<file path="src/rtl/multicycle_main_control.sv">
// Multi-cycle main control FSM for the RV32I-subset datapath: sequences
// fetch/decode/execute/memory/write-back, stalls on mem_ready, traps bad opcodes.
module multicycle_main_control (
   input  logic        clk,
   input  logic        reset,
   input  logic [6:0]  opcode,
   input  logic        zero,
   input  logic        mem_ready,
   output logic [1:0]  alu_op,
   output logic        alu_src_a,
   output logic [1:0]  alu_src_b,
   output logic        mem_read,
   output logic        mem_write,
   output logic        i_or_d,
   output logic        ir_write,
   output logic        pc_en,
   output logic        pc_src,
   output logic        reg_write,
   output logic        mem_to_reg,
   output logic        illegal,
   output logic [15:0] retired
);

   localparam logic [6:0] OP_R      = 7'b0110011;
   localparam logic [6:0] OP_I      = 7'b0010011;
   localparam logic [6:0] OP_LOAD   = 7'b0000011;
   localparam logic [6:0] OP_STORE  = 7'b0100011;
   localparam logic [6:0] OP_BRANCH = 7'b1100011;

   typedef enum logic [3:0] {
      IDLE, FETCH, DECODE, EXEC_R, EXEC_I, ADDR,
      MEM_RD, MEM_WR, WB_ALU, WB_MEM, BRANCH, TRAP
   } state_t;

   // Registered Moore strobes; fetch/branch/wb are qualifiers for the gated enables.
   typedef struct packed {
      logic [1:0] alu_op;
      logic       alu_src_a;
      logic [1:0] alu_src_b;
      logic       mem_read;
      logic       mem_write;
      logic       i_or_d;
      logic       pc_src;
      logic       mem_to_reg;
      logic       illegal;
      logic       fetch;
      logic       branch;
      logic       wb;
   } ctl_t;

   state_t      state, next_state;
   ctl_t        ctl_q;
   logic [15:0] retired_q;
   logic        retire_evt;

   function automatic ctl_t decode_ctl(input state_t s);
      ctl_t c;
      c = '0;
      case (s)
         FETCH: begin
            c.mem_read  = 1'b1;
            c.alu_src_b = 2'b01;
            c.fetch     = 1'b1;
         end
         DECODE: c.alu_src_b = 2'b10;
         EXEC_R: begin
            c.alu_src_a = 1'b1;
            c.alu_op    = 2'b10;
         end
         EXEC_I, ADDR: begin
            c.alu_src_a = 1'b1;
            c.alu_src_b = 2'b10;
         end
         MEM_RD: begin
            c.mem_read = 1'b1;
            c.i_or_d   = 1'b1;
         end
         MEM_WR: begin
            c.mem_write = 1'b1;
            c.i_or_d    = 1'b1;
         end
         WB_ALU: c.wb = 1'b1;
         WB_MEM: begin
            c.wb         = 1'b1;
            c.mem_to_reg = 1'b1;
         end
         BRANCH: begin
            c.alu_src_a = 1'b1;
            c.alu_op    = 2'b01;
            c.pc_src    = 1'b1;
            c.branch    = 1'b1;
         end
         TRAP:    c.illegal = 1'b1;
         default: c = '0;
      endcase
      return c;
   endfunction

   always_comb begin
      next_state = state;
      case (state)
         IDLE:   next_state = FETCH;
         FETCH:  if (mem_ready) next_state = DECODE;
         DECODE: begin
            case (opcode)
               OP_R:               next_state = EXEC_R;
               OP_I:               next_state = EXEC_I;
               OP_LOAD, OP_STORE:  next_state = ADDR;
               OP_BRANCH:          next_state = BRANCH;
               default:            next_state = TRAP;
            endcase
         end
         EXEC_R, EXEC_I: next_state = WB_ALU;
         // Opcode is still held in the IR, so load/store is re-resolved here.
         ADDR:   next_state = (opcode == OP_STORE) ? MEM_WR : MEM_RD;
         MEM_RD: if (mem_ready) next_state = WB_MEM;
         MEM_WR: if (mem_ready) next_state = FETCH;
         WB_ALU, WB_MEM, BRANCH: next_state = FETCH;
         TRAP:    next_state = TRAP;
         default: next_state = IDLE;
      endcase
   end

   assign retire_evt = (next_state == FETCH) &&
                       (state inside {MEM_WR, WB_ALU, WB_MEM, BRANCH});

   always_ff @(posedge clk) begin
      if (reset) begin
         state     <= IDLE;
         ctl_q     <= '0;
         retired_q <= '0;
      end else begin
         state <= next_state;
         ctl_q <= decode_ctl(next_state);
         if (retire_evt) retired_q <= retired_q + 16'd1;
      end
   end

   assign alu_op     = ctl_q.alu_op;
   assign alu_src_a  = ctl_q.alu_src_a;
   assign alu_src_b  = ctl_q.alu_src_b;
   assign mem_read   = ctl_q.mem_read;
   assign mem_write  = ctl_q.mem_write;
   assign i_or_d     = ctl_q.i_or_d;
   assign pc_src     = ctl_q.pc_src;
   assign mem_to_reg = ctl_q.mem_to_reg;
   assign illegal    = ctl_q.illegal;
   // Enables react to mem_ready/zero within the same cycle.
   assign ir_write   = ctl_q.fetch & mem_ready;
   assign pc_en      = (ctl_q.fetch & mem_ready) | (ctl_q.branch & zero);
   assign reg_write  = ctl_q.wb;
   assign retired    = retired_q;

endmodule
</file>
<file path="config.mk">
export PLATFORM = sky130hd
export DESIGN_NAME = multicycle_main_control
export DESIGN_NICKNAME = d
export VERILOG_FILES = /design/src/rtl/multicycle_main_control.sv
export SDC_FILE = /design/constraint.sdc
export NUM_CORES = 1
export LEC_CHECK = 0
export ABC_CLOCK_PERIOD_IN_PS = 2350
export CAP_MARGIN = 20
export CORE_MARGIN = 10
export CORE_UTILIZATION = 49
export CTS_BUF_LIST = sky130_fd_sc_hd__clkbuf_8
export CTS_CLUSTER_DIAMETER = 40
export DETAILED_ROUTE_END_ITERATION = 6
export PLACE_DENSITY = 0.91
export SYNTH_ARGS = -nofsm -noshare
export SYNTH_HDL_FRONTEND = slang
export SYNTH_SLANG_ARGS = --single-unit
</file>
<file path="constraint.sdc">
create_clock -name clk -period 2.35 [get_ports clk]
set_input_delay 0.47 -clock clk [delete_from_list [all_inputs] [get_ports clk]]
set_output_delay 0.47 -clock clk [all_outputs]
set_load 0.1 [all_outputs]
</file>
==> impl_summary.txt <==
----------------------------------------------------
[Synth]
  Fraction of synthesized cell area taken by the top area cell type ... 41.0%
  Number of distinct library cells after synthesis ... 50
  Yosys top cell by area ... sky130_fd_sc_hd__dfxtp_1
  Synth top cells by count ... sky130_fd_sc_hd__dfxtp_1, sky130_fd_sc_hd__nor2_1, sky130_fd_sc_hd__xor2_1
  Most frequent cell after synthesis ... sky130_fd_sc_hd__dfxtp_1
  Number of synthesized register bits ... 31
  Top FF cell, synth ... sky130_fd_sc_hd__dfxtp_1
  Synth Cell Area ... roughly 1500 um2
  Count of flip-flops with a built-in enable after synthesis ... 0
  Portion of the post-synthesis area used by sequential elements ... 41.0%
  Async set or reset register ratio after synthesis ... 0%
  Top area cells in the synthesized netlist ... sky130_fd_sc_hd__dfxtp_1, sky130_fd_sc_hd__xor2_1, sky130_fd_sc_hd__nor2_1
  Cell count after synthesis ... 166
  Post-synthesis net count ... around 180
  Post-synthesis average cell area ... a little over 9 um2
  Count of synthesis-stage warnings from yosys ... 0

[Place]
  Weighted congestion at the end of routability-driven global placement ... a little under 0.9
  Pre-CTS setup slack ... 0.0854 ns
  PortBufs ... 40
  HPWL after detailed placement ... 2690 um

[Clocking]
  Number of buffers on the longest clock path ... 2
  Library cell used as clock root buffer ... sky130_fd_sc_hd__clkbuf_8
  TritonCTS sink count ... 31
  CTS tree ... yes
  Clock latency reported for the late side of the worst-skew pair ... 0.29 ns
  Post-cts gate resize count ... 0
  Total CTS buffers ... 5
  Clk pin slew, worst setup/hold paths ... 0.06 ns
  Setup Buffers After CTS ... 0
  Number of hold buffers added after CTS ... 0
  H-tree Lvls ... 2

[Die]
  DIE HEIGHT ... 75.6 um
  Horiz. Die Dim ... roughly 76 um
  Total core area ... roughly 3000 um2
  Num rows ... 20
  Starting utilization of the core area ... 50.4%
  Count of boundary I/O pins ... 41
  Die Area ... 5710 um2

[Route]
  Final routed wirelength across all metal layers ... 3580 um
  Total number of vias ... 1354
  Final routed DRC violation total ... 0
  Final ANT Viol Nets ... 0
  Detail-routed via count per cell ... 5.62
  Iter 0 DRT Violations ... 55
  First-pass iteration count of the detailed router ... 4
  Average wire per cell in the routed design ... 14.9 um

[Pwr]
  Power share of the sequential group ... 38.9%
  Static leakage ... 0.823 nW
  Fraction of power spent switching nets ... 31.7%
  Total Power ... 1.47 mW
  Power per unit of standard cell area ... 734 nW/um2
  Part of the total power dissipated in the clock network ... 36.8%
  Maximum VDD drop ... 0.371 mV
  Net switching power ... 0.467 mW
  Combinational cell fraction of total power ... 24.3%
  Total internal power ... 1.00 mW

[Worst setup path]
  Type of the worst setup path ... input pin to output pin
  Data required, critical path ... about 1.9 ns
  Worst path cell trace ... clkdlybuf4s50_1 > and2_2 > a21o_2 > buf_12
  Master of the slowest instance on the critical path ... sky130_fd_sc_hd__clkdlybuf4s50_1
  Kind of start point of the critical path ... input pin
  CP Data Arrival Time ... 1.66 ns
  Buf+Inv Stages, Crit Path ... 2
  Maximum fanout along the worst path ... 7
  Kind of capture point of the worst setup path ... output pin
  Crit-path leading delay family ... buffers and inverters
  Stage delay of the slowest cell on the critical path ... 0.54 ns

[Job]
  Max-capacitance violation count ... 0

[STA]
  Timing-limited maximum frequency ... 471 MHz
  Share of the cycle needed by the critical path after routing ... 90.4%
  Final slew viol count ... 0
  Worst-case clock skew ... 0.0115 ns
  Final-layout setup total negative slack ... 0 ns
  Slew Limit Headroom ... between 60% and 70%
  Actual slew at the worst max-slew pin ... between 0.5 and 0.6 ns
  Final Hold Fails ... 0
  Final critical-path setup slack ... 0.225 ns
  Setup repair after global routing missed its margin ... no
  Number of failing setup endpoints in the final timing report ... 0
  Tmin final ... 2.13 ns

[Layout]
  Area Growth Syn to Fin ... 32.4%
  Fill cell total of the finished layout ... between 200 and 250
  Fin nets ... around 220
  Fraction of final layout cells sized beyond drive strength 1 ... 28.4%
  Max FFs per register ... 16
  Utilization after layout ... between 60% and 70%
  Antenna diode count ... 0

[Global routing]
  Total global routing overflow ... 0
  Tot GR Track Use ... roughly an eighth
  Number of antenna violations at the first check in global routing ... 0
  Pin count of the biggest net entering global routing ... 17
  Global-route wire length before repair ... 5730 um
  Number of global-route vias before repair ... 1215

[Status]
  Result of the run ... finished, final reports clean

[Worst hold path]
  Min-delay worst type ... flop to flop

----------------------------------------------------
[stage by stage]
stage | instances | hold WS [ns] | cell area [um2]
after global placement | 233 | 0.465 | 1890
after global routing | 241 | 0.532 | 2000
final | 241 | 0.484 | 2000
after CTS | 241 | 0.484 | 2000
after floorplan | 166 | 0.698 | 1520
after detailed placement | 233 | 0.476 | 1890
[final cells by class]
type	count	area [um2]	share of cell area, %
timing repair buffer	44	380	19.0
clock inverter	2	35.0	1.75
tap	33	41.3	2.06
sequential	31	626	31.2
clock buffer	6	82.6	4.12
inverter	4	15.0	0.750
multi-input combinational	121	823	41.1
[worst paths after layout]
kind	from	endpoint	slack [ns]	cells past startpoint
setup / recovery	mem_ready	pc_en	0.22	4
hold / removal	retired[15]$_SDFFE_PP0P_	retired[15]$_SDFFE_PP0P_	0.48	2
setup reg to reg	state[0]$_SDFF_PP0_	mem_read$_SDFF_PP0_	0.47	5
hold reg to reg	retired[15]$_SDFFE_PP0P_	retired[15]$_SDFFE_PP0P_	0.48	2
[placed cells by master, fill, tap and decap left out, types with 2 or more instances in the layout]
master                            netlist  routed
sky130_fd_sc_hd__a21o_1                 4       3
sky130_fd_sc_hd__a31oi_1                2       2
sky130_fd_sc_hd__clkdlybuf4s50_1        0      10
sky130_fd_sc_hd__nand3_1                6       6
sky130_fd_sc_hd__and2_1                 3       2
sky130_fd_sc_hd__dfxtp_2                0       4
sky130_fd_sc_hd__buf_4                  2      32
sky130_fd_sc_hd__inv_1                  3       3
sky130_fd_sc_hd__o21ai_0                2       2
sky130_fd_sc_hd__nor2_1                19      19
sky130_fd_sc_hd__buf_12                 0       2
sky130_fd_sc_hd__and3_1                 7       7
sky130_fd_sc_hd__dfxtp_1               31      27
sky130_fd_sc_hd__or4_1                  2       2
sky130_fd_sc_hd__and4_1                 2       2
sky130_fd_sc_hd__xor2_1                11      11
sky130_fd_sc_hd__a21oi_1                6       6
sky130_fd_sc_hd__nand2b_1               4       4
sky130_fd_sc_hd__nand4_1                9       9
sky130_fd_sc_hd__clkbuf_8               0       6
sky130_fd_sc_hd__nand2_1                7       7
sky130_fd_sc_hd__nor2b_1                4       4
sky130_fd_sc_hd__o211ai_1               2       2
sky130_fd_sc_hd__nor3_1                 2       2
sky130_fd_sc_hd__or3_1                  4       4
[logic make-up after synthesis]
| logic type | synth area share [%] |
|---|---|
| AO/OA/AOI/OAI | 16.5 |
| XOR/XNOR | 6.95 |
| adder cells (fa/ha/maj) | 0.827 |
| buffers and inverters | 4.71 |
| flip-flops | 41.0 |
| multiplexers | 0.662 |
| AND/OR/NAND/NOR | 29.4 |
[power groups by stage]
stage                     Combinational (mW)  Sequential [mW]  Clock (mW)
after floorplan                        0.160            0.690           0
after global placement                 0.354            0.583           0
after detailed placement               0.357            0.583           0
after CTS                              0.358            0.572       0.548
after global routing                   0.377            0.575       0.574
final                                  0.358            0.572       0.541
[layer usage]
metal / part of all wire, % / wire [um] / vias up / GRT usage, %
li1: - / - / 684 / -
met5: 0 / 0 / - / 0
met4: 1.7 / 61 / 0 / 6.60
met3: 5.2 / 185 / 5 / 3.65
met1: 43 / 1550 / 635 / 14.6
met2: 50 / 1780 / 30 / 22.0
[worst reg2reg max path, stage by stage (launching register included)]
cell                      delay (ns)
sky130_fd_sc_hd__dfxtp_1        0.56
sky130_fd_sc_hd__nor2b_1        0.24
sky130_fd_sc_hd__a32oi_1        0.13
sky130_fd_sc_hd__or4_1          0.51
sky130_fd_sc_hd__a21oi_4        0.19
sky130_fd_sc_hd__a32o_1         0.19
(Power assumes the default switching activity.)
